### config.mk
export PLATFORM = sky130hd
export DESIGN_NAME = parallelcnt_sadd_flat
export DESIGN_NICKNAME = d
export VERILOG_FILES = /design/src/rtl/parallelcnt_sadd_if.sv /design/src/rtl/parallelcnt_sadd.sv /design/src/flat_wrapper.sv
export SDC_FILE = /design/constraint.sdc
export NUM_CORES = 1
export LEC_CHECK = 0
export CAP_MARGIN = 0
export CORE_MARGIN = 8
export CORE_UTILIZATION = 56
export CTS_BUF_LIST = sky130_fd_sc_hd__clkbuf_4
export CTS_CLUSTER_DIAMETER = 40
export CTS_CLUSTER_SIZE = 14
export DETAILED_ROUTE_END_ITERATION = 10
export MAX_ROUTING_LAYER = met4
export PLACE_DENSITY_LB_ADDON = 0.12
export SYNTH_ARGS = -nofsm -noshare
export SYNTH_HDL_FRONTEND = slang
export SYNTH_SLANG_ARGS = --single-unit
### constraint.sdc
create_clock -name iClk -period 7.28 [get_ports iClk]
set_clock_uncertainty 0.1 [all_clocks]
set_input_delay 1.092 -clock iClk [delete_from_list [all_inputs] [get_ports iClk]]
set_output_delay 1.092 -clock iClk [all_outputs]
set_load 0.005 [all_outputs]
### src/rtl/parallelcnt_sadd_if.sv
// Bitstream bus for parallelcnt_sadd: sampled inputs and registered results.
interface parallelcnt_sadd_if #(
  parameter int NINPUT = 4,
  parameter int WINLEN = 256,
  parameter int CWIDTH = $clog2(NINPUT + 1),
  parameter int TWIDTH = $clog2(WINLEN * NINPUT + 1)
);
  logic              iEn;
  logic              iClr;
  logic [NINPUT-1:0] iA;
  logic [CWIDTH-1:0] oCnt;
  logic              oSum;
  logic [TWIDTH-1:0] oWinTotal;
  logic              oWinDone;

  modport master (
    output iEn, iClr, iA,
    input  oCnt, oSum, oWinTotal, oWinDone
  );

  modport slave (
    input  iEn, iClr, iA,
    output oCnt, oSum, oWinTotal, oWinDone
  );
endinterface

### src/rtl/parallelcnt_sadd.sv
// N-input parallel counter with scaled-add output bitstream and windowed
// ones-total measurement.
module parallelcnt_sadd #(
  parameter int NINPUT = 4,
  parameter int WINLEN = 256,
  parameter int CWIDTH = $clog2(NINPUT + 1),
  parameter int TWIDTH = $clog2(WINLEN * NINPUT + 1)
) (
  input logic          iClk,
  input logic          iRst,
  parallelcnt_sadd_if.slave bus
);

  localparam int WWIDTH = (WINLEN > 1) ? $clog2(WINLEN) : 1;
  localparam int RWIDTH = CWIDTH + 1;
  localparam logic [RWIDTH-1:0] NIN_R  = RWIDTH'(NINPUT);
  localparam logic [WWIDTH-1:0] WLAST  = WWIDTH'(WINLEN - 1);

  logic [CWIDTH-1:0] cnt_q,  cnt_d;
  logic              sum_q,  sum_d;
  logic [TWIDTH-1:0] tot_q,  tot_d;
  logic              done_q, done_d;
  logic [RWIDTH-1:0] res_q,  res_d;
  logic [TWIDTH-1:0] run_q,  run_d;
  logic [WWIDTH-1:0] wcnt_q, wcnt_d;

  logic [CWIDTH-1:0] pcnt;
  logic [RWIDTH-1:0] acc;
  logic [TWIDTH-1:0] run_inc;

  // Popcount of the current input sample.
  always_comb begin
    pcnt = '0;
    for (int unsigned i = 0; i < NINPUT; i++) begin
      pcnt = pcnt + CWIDTH'(bus.iA[i]);
    end
  end

  // Next-state: clear beats enable; idle cycles zero the per-cycle outputs.
  always_comb begin
    cnt_d   = '0;
    sum_d   = 1'b0;
    done_d  = 1'b0;
    tot_d   = tot_q;
    res_d   = res_q;
    run_d   = run_q;
    wcnt_d  = wcnt_q;
    acc     = res_q + RWIDTH'(pcnt);
    run_inc = run_q + TWIDTH'(pcnt);
    if (bus.iClr) begin
      res_d  = '0;
      run_d  = '0;
      wcnt_d = '0;
    end else if (bus.iEn) begin
      cnt_d = pcnt;
      if (acc >= NIN_R) begin
        sum_d = 1'b1;
        res_d = acc - NIN_R;
      end else begin
        res_d = acc;
      end
      if (wcnt_q == WLAST) begin
        tot_d  = run_inc;
        done_d = 1'b1;
        run_d  = '0;
        wcnt_d = '0;
      end else begin
        run_d  = run_inc;
        wcnt_d = wcnt_q + 1'b1;
      end
    end
  end

  // State and output registers with synchronous reset.
  always_ff @(posedge iClk) begin
    if (iRst) begin
      cnt_q  <= '0;
      sum_q  <= 1'b0;
      tot_q  <= '0;
      done_q <= 1'b0;
      res_q  <= '0;
      run_q  <= '0;
      wcnt_q <= '0;
    end else begin
      cnt_q  <= cnt_d;
      sum_q  <= sum_d;
      tot_q  <= tot_d;
      done_q <= done_d;
      res_q  <= res_d;
      run_q  <= run_d;
      wcnt_q <= wcnt_d;
    end
  end

  assign bus.oCnt      = cnt_q;
  assign bus.oSum      = sum_q;
  assign bus.oWinTotal = tot_q;
  assign bus.oWinDone  = done_q;

endmodule

### src/flat_wrapper.sv
// flat-port wrapper written by rule: the top's interface ports become plain ports
module parallelcnt_sadd_flat 
#(
  parameter int NINPUT = 4,
  parameter int WINLEN = 256,
  parameter int CWIDTH = $clog2(NINPUT + 1),
  parameter int TWIDTH = $clog2(WINLEN * NINPUT + 1)
)
  (iClk, iRst, bus_iEn, bus_iClr, bus_iA, bus_oCnt, bus_oSum, bus_oWinTotal, bus_oWinDone);
  parallelcnt_sadd_if #(.NINPUT(NINPUT), .WINLEN(WINLEN), .CWIDTH(CWIDTH), .TWIDTH(TWIDTH)) bus_i ();
  input logic iClk;
  input logic iRst;
  input wire logic [$bits(bus_i.iEn)-1:0] bus_iEn;
  input wire logic [$bits(bus_i.iClr)-1:0] bus_iClr;
  input wire logic [$bits(bus_i.iA)-1:0] bus_iA;
  output wire logic [$bits(bus_i.oCnt)-1:0] bus_oCnt;
  output wire logic [$bits(bus_i.oSum)-1:0] bus_oSum;
  output wire logic [$bits(bus_i.oWinTotal)-1:0] bus_oWinTotal;
  output wire logic [$bits(bus_i.oWinDone)-1:0] bus_oWinDone;
  assign bus_i.iEn = bus_iEn;
  assign bus_i.iClr = bus_iClr;
  assign bus_i.iA = bus_iA;
  assign bus_oCnt = bus_i.oCnt;
  assign bus_oSum = bus_i.oSum;
  assign bus_oWinTotal = bus_i.oWinTotal;
  assign bus_oWinDone = bus_i.oWinDone;
  parallelcnt_sadd #(.NINPUT(NINPUT), .WINLEN(WINLEN), .CWIDTH(CWIDTH), .TWIDTH(TWIDTH)) u_core (.iClk(iClk), .iRst(iRst), .bus(bus_i));
endmodule
==> results of run 1 <==
path summary, 6_finish.rpt:
check / startpoint / endpoint / slack (ns) / depth (start not counted)
max reg2reg: u_core.res_q[0] / u_core.res_q[3] / 5.06 / 8
max: bus_iA[0] / u_core.res_q[3] / 3.38 / 13
min: u_core.bus.oWinTotal[1] / u_core.bus.oWinTotal[1] / 0.36 / 2
min reg2reg: u_core.bus.oWinTotal[1] / u_core.bus.oWinTotal[1] / 0.36 / 2
Yosys cell counts (all sizes together), types with 2 or more instances:
| cell | n | area, µm² |
|---|---|---|
| a21o | 2 | 15.0 |
| o21ai | 4 | 20.0 |
| nand3b | 2 | 15.0 |
| a211oi | 8 | 65.1 |
| nor3 | 6 | 35.0 |
| inv | 12 | 45.0 |
| and3 | 4 | 30.0 |
| or3 | 3 | 18.8 |
| xor2 | 9 | 78.8 |
| a21oi | 17 | 88.8 |
| fa | 3 | 60.1 |
| mux2i | 3 | 30.0 |
| buf | 4 | 31.3 |
| ha | 8 | 100 |
| nor2 | 27 | 101 |
| xnor2 | 7 | 61.3 |
| nand4 | 4 | 31.3 |
| a31oi | 8 | 50.1 |
| nand2 | 19 | 71.3 |
| nand3 | 5 | 25.0 |
| dfxtp | 39 | 781 |
| nand2b | 4 | 25.0 |
| nor2b | 3 | 18.8 |
| o22ai | 2 | 12.5 |
| clkbuf | 5 | 18.8 |
| a311oi | 3 | 50.1 |
cell families (layout without fill, tap and decap cells):
logic type / count (synthesis) / in the layout / share of synthesized area
compound gates: 50 / 50 / 0.179
xor+xnor: 16 / 16 / 0.0711
fa+ha+maj: 11 / 11 / 0.0812
buf+inv: 21 / 43 / 0.0482
flops: 39 / 39 / 0.396
mux: 4 / 4 / 0.0209
simple gates: 81 / 81 / 0.204
layout make-up:
cell class | count | area [µm²] | share of cell area
Multi-Input combinational cell | 162 | 1100 | 0.483
Sequential cell | 39 | 781 | 0.344
Timing Repair Buffer | 23 | 230 | 0.102
Tap cell | 46 | 57.6 | 0.0254
Clock buffer | 7 | 52.6 | 0.0232
Inverter | 12 | 45.0 | 0.0199
Clock inverter | 1 | 5.00 | 0.00221
stage by stage:
step / hold WS (ns) / setup WS (ns)
5_1_grt: 0.378 / 3.15
6_report: 0.359 / 3.38
2_1_floorplan: 0.348 / 3.63
4_1_cts: 0.362 / 3.38
3_3_place_gp: 0.341 / 3.05
3_5_place_dp: 0.347 / 3.00
registers in the layout, summed over array words and instances, names as in the netlist:
register	count
u_core.bus.oWinTotal	11
u_core.run_q	11
u_core.wcnt_q	8
u_core.res_q	4
u_core.bus.oCnt	3
u_core.bus.oSum	1
u_core.bus.oWinDone	1
critical path, delay by kind of cell:
family	cells	cell delay, ns
fa+ha+maj	4	1.27
xor+xnor	2	0.40
simple gates	1	0.46
buf+inv	5	0.71
compound gates	1	0.14
power groups by stage:
| stage | clock network [mW] | logic, mW | registers [mW] |
|---|---|---|---|
| 3_3_place_gp | 0 | 0.0497 | 0.226 |
| 6_report | 0.114 | 0.0502 | 0.221 |
| 2_1_floorplan | 0 | 0.0365 | 0.225 |
| 5_1_grt | 0.129 | 0.0575 | 0.222 |
| 4_1_cts | 0.118 | 0.0507 | 0.221 |
| 3_5_place_dp | 0 | 0.0500 | 0.226 |
metal layers:
layer	global-route usage	vias to the layer above	routed length, µm
met3	0.0500	7	242
met4	0.0661	0	61
met5	-	-	0
met1	0.188	714	1690
li1	-	824	-
met2	0.265	30	1750
==> summary.txt, run 1 <==
outcome -> finished, final reports clean
CP Launch Type -> input pin
HPWL after DPL -> 2830 µm
die height -> 75.3 µm
largest net degree at the start of global routing -> 24
syn nets -> 241
worst ir drop on vdd -> 0.122 mV
# DRC -> 0
Max clock buf depth -> 2
Non-Filler Instances -> 290
post-CTS setup buffers -> 0
CTS buffer count -> 5
commonest cells after routing, fill and taps aside -> 39 x dfxtp_1, 27 x nor2_1, 23 x clkdlybuf4s50_1
worst-margin pin slew -> 0.860 ns
commonest non-fill, non-tap cell in the layout -> dfxtp_1
area growth from synthesis to layout -> 15.0%
global-route usage over all layers -> 0.165
share of flip-flops with an asynchronous set or reset -> 0
#FFs+latches synth -> 39
Power, Total -> 385 µW
Reg power frac -> 0.575
RSZ-0062 raised after global routing -> false
Gate power share -> 0.130
Post-synth top flop -> dfxtp_1
final instance area -> 0.00227 mm²
Synth cell types -> 46
leakage -> 0.799 nW
Req. time, crit path -> 7.46 ns
die area -> 0.00568 mm²
initial antenna violation count -> 0
CTS tree -> yes
WL final -> 3750 µm
TritonRoute pass-1 iters -> 4
Max Clk Rate -> 256 MHz
Starting Density -> 0.586
crit-path cells -> clkdlybuf4s50_1 -> ha_1 -> inv_1 -> fa_1 -> inv_1 -> ha_1 -> inv_1 -> fa_1 -> xor2_1 -> xnor2_1 -> inv_1 -> or4b_1 -> o22ai_1
hold buffer count at cts -> 0
final core utilization -> 0.674
drt via density -> 5.43
Cells after Synth -> 222
slowest CP cell -> or4b_1
layout cell share with drive strength beyond 1 -> 0.0697
Net Switching -> 101 µW
Overflow after GRT -> 0
die width -> 75.3 µm
Mean Syn Cell Area -> 8.88 µm²
H-tree depth -> 2
type of the worst min-delay path -> reg -> reg
initial drt markers -> 86
Yosys warnings -> 0
first-pass GRT wire length -> 6990 µm
Crit Path Max Fanout -> 3
vias -> 1575
EDFF count, synth -> 0
cell area after synthesis -> 0.00197 mm²
WP data arrival -> 4.08 ns
CP Class -> in -> reg
dpl cell area -> 0.00221 mm²
Final period util -> 0.536
CTS Sinks -> 39
Post-CTS Resized -> 0
Fill cells -> 316
number of max-cap violations -> 0
pwr dens -> 170 mW/mm²
Final Hold Vio Count -> 0
# port buffers -> 23
relative slew slack -> 0.424
Core Area -> 0.00336 mm²
switching share of power -> 0.263
Final Critical Period -> 3.90 ns
Setup violations, final -> 0
mean routed wirelength per cell -> 12.9 µm
final antenna-violating net count -> 0
Reg clk slew, reported paths -> 0.11 ns
crit end category -> register
post-synthesis sequential area ratio -> 0.396
RePlAce Congestion -> 0.776
setup TNS -> 0 ns
slowest stage delay, CP -> 0.46 ns
clock root buffer -> clkbuf_4
Slew Limit Fails -> 0
vias in the first global route -> 1522
Pint -> 284 µW
IO Count -> 24
# rows -> 21
worst skew pair latency -> 0.35 ns
cell count after placement -> 282
most frequent CP cell -> inv_1
layout net count -> 262
Antenna Cells -> 0
clock network power share -> 0.295
Note: power is estimated with default switching activity, not from simulation.
==> run 2: changes to the inputs <==
==> constraint.sdc (replaced) <==
create_clock -name iClk -period 4.09 [get_ports iClk]
set_clock_uncertainty 0.1 [all_clocks]
set_input_delay 0.6135 -clock iClk [delete_from_list [all_inputs] [get_ports iClk]]
set_output_delay 0.6135 -clock iClk [all_outputs]
set_load 0.005 [all_outputs]
==> run 2 against run 1 <==
Net effect: sequential cell count unchanged; sequential share of layout area shrank 0.26 points; clock power increased by 67%; wire length is 0.35% higher; clock-buffer cell count is 1 lower; critical path type unchanged; highest routed layer unchanged; die area stayed put; combinational power up 83%; power rose by 75%; via count grew 1.2%; sequential power grew 78%.
==> summary.txt, run 2 (synthesis gave the netlist of run 1 again) <==
outcome -> finished, final reports clean (unchanged)
CP Class -> in -> reg (unchanged)
Final Hold Vio Count -> 0 (unchanged)
initial drt markers -> 134 (was 86)
Post-CTS Resized -> 0 (unchanged)
setup TNS -> 0 ns (unchanged)
commonest cells after routing, fill and taps aside -> 39 x dfxtp_1, 27 x nor2_1, 23 x clkdlybuf4s50_1 (unchanged)
post-CTS setup buffers -> 0 (unchanged)
Req. time, crit path -> 4.27 ns (was 7.46 ns)
hold buffer count at cts -> 0 (unchanged)
Overflow after GRT -> 0 (unchanged)
slowest stage delay, CP -> 0.46 ns (about the same)
Slew Limit Fails -> 0 (unchanged)
clock root buffer -> clkbuf_4 (unchanged)
Setup WS post-layout -> 0.692 ns (was 3.38 ns)
# rows -> 21 (unchanged)
Setup violations, final -> 0 (unchanged)
register area -> 781 µm² (unchanged)
RePlAce Congestion -> 0.801 (was 0.776)
die height -> 75.3 µm (unchanged)
WL final -> 3760 µm (was 3750 µm)
number of max-cap violations -> 0 (unchanged)
crit-path cells -> clkdlybuf4s50_1 -> ha_1 -> inv_1 -> fa_1 -> inv_1 -> ha_1 -> inv_1 -> fa_1 -> xor2_1 -> xnor2_1 -> inv_1 -> or4b_1 -> o22ai_1 (unchanged)
first-pass GRT wire length -> 6780 µm (was 6990 µm)
Final Critical Period -> 3.40 ns
area growth from synthesis to layout -> 15.9% (was 15.0%)
# port buffers -> 23 (unchanged)
RSZ-0062 raised after global routing -> false (unchanged)
pwr dens -> 296 mW/mm² (was 170 mW/mm²)
layout net count -> 265 (was 262)
vias -> 1594 (was 1575)
Final period util -> 0.831
area of the multi-input gates -> 0.00110 mm² (unchanged)
hold path depth -> 2 (unchanged)
Reg2Reg Depth -> 8 (unchanged)
Fill cells -> 319 (was 316)
commonest non-fill, non-tap cell in the layout -> dfxtp_1 (unchanged)
CP Launch Type -> input pin (unchanged)
CP delay by family, top -> adder cells (unchanged)
Worst Hold Launch -> u_core.bus.oWinTotal[1] (unchanged)
drt via density -> 5.44 (was 5.43)
slowest CP cell -> or4b_1 (unchanged)
Hold Path End -> u_core.bus.oWinTotal[1] (unchanged)
H-tree depth -> 2 (unchanged)
Core Area -> 0.00336 mm² (unchanged)
WHS -> 0.358 ns (was 0.359 ns)
final antenna-violating net count -> 0 (unchanged)
leakage -> 0.810 nW (was 0.799 nW)
# DRC -> 0 (unchanged)
Setup WS pre-CTS -> 0.323 ns (was 3.00 ns)
CTS tree -> yes (unchanged)
vias in the first global route -> 1524 (was 1522)
type of the worst min-delay path -> reg -> reg (unchanged)
die area -> 0.00568 mm² (unchanged)
Max Clk Rate -> 294 MHz
worst-margin pin slew -> 0.519 ns (was 0.860 ns)
Max clock buf depth -> 2 (unchanged)
HPWL after DPL -> 2790 µm (was 2830 µm)
number of cells on the critical path -> 13 (unchanged)
RR Startpoint -> u_core.res_q[0] (unchanged)
layout cell share with drive strength beyond 1 -> 0.0729 (was 0.0697)
Antenna Cells -> 0 (unchanged)
largest net degree at the start of global routing -> 18 (was 24)
worst ir drop on vdd -> 0.175 mV (was 0.122 mV)
R2R Setup Slk -> 1.87 ns (was 5.06 ns)
Starting Density -> 0.586 (unchanged)
IO Count -> 24 (unchanged)
most frequent CP cell -> inv_1 (unchanged)
WP data arrival -> 3.58 ns (was 4.08 ns)
CTS Sinks -> 39 (unchanged)
global-route usage over all layers -> 0.156 (was 0.165)
Reg clk slew, reported paths -> 0.11 ns (about the same)
die width -> 75.3 µm (unchanged)
reg-to-reg endpoint -> u_core.res_q[3] (unchanged)
TritonRoute pass-1 iters -> 4 (unchanged)
worst skew pair latency -> 0.35 ns (about the same)
Buf+Inv Stages, Crit Path -> 5 (unchanged)
initial antenna violation count -> 0 (unchanged)
crit end category -> register (unchanged)
CTS buffer count -> 5 (unchanged)
relative slew slack -> 0.653 (was 0.424)
mean routed wirelength per cell -> 12.8 µm (was 12.9 µm)
Crit Path Max Fanout -> 3 (unchanged)
==> run 2: per-layer routing <==
layer  vias to the layer above  routed length [µm]  track usage
met2                        25                1630        0.240
met5                         -                   0            -
met3                         8                 153       0.0382
met1                       736                1910        0.191
li1                        825                   -            -
met4                         0                  65       0.0640
==> run 2: worst max-delay path by stage <==
stage	startpoint	to	slack, ns
finish	bus_iA[0]	u_core.res_q[3]	0.69
CTS	bus_iA[0]	u_core.res_q[3]	0.69
floorplan	bus_iA[0]	u_core.res_q[3]	0.92
detailed placement	bus_iA[0]	u_core.res_q[3]	0.32
global route	bus_iA[0]	u_core.bus.oWinTotal[6]	0.49
global placement	bus_iA[0]	u_core.res_q[3]	0.36
==> run 2: worst reg2reg max path, stage by stage (launching register included) <==
cell and delay (ns):
dfxtp_1 0.36, ha_1 0.18, inv_1 0.05, fa_1 0.37
xor2_1 0.16, xnor2_1 0.24, inv_1 0.08, or4b_1 0.46
o22ai_1 0.15
==> run 2: cell type report <==
class	count	share of cell area
clock inverter	2	0.00329
tap	46	0.0252
inverter	12	0.0197
timing repair buffer	26	0.111
multi-input combinational	162	0.480
sequential	39	0.342
clock buffer	6	0.0197
==> run 2: stage by stage <==
stage | utilization | cells | total power [mW] | instance area [µm²]
5_1_grt | 0.679 | 293 | 0.713 | 2280
3_3_place_gp | 0.664 | 285 | 0.492 | 2230
3_5_place_dp | 0.664 | 285 | 0.493 | 2230
4_1_cts | 0.679 | 293 | 0.682 | 2280
6_report | 0.679 | 293 | 0.676 | 2280
2_1_floorplan | - | 222 | 0.465 | 1970
==> run 2: power by group <==
group / switching (mW) / leakage, nW / internal (mW)
logic: 0.0532 / 0.464 / 0.0388
clock network: 0.120 / 0.0307 / 0.0703
registers: 0.00655 / 0.315 / 0.387
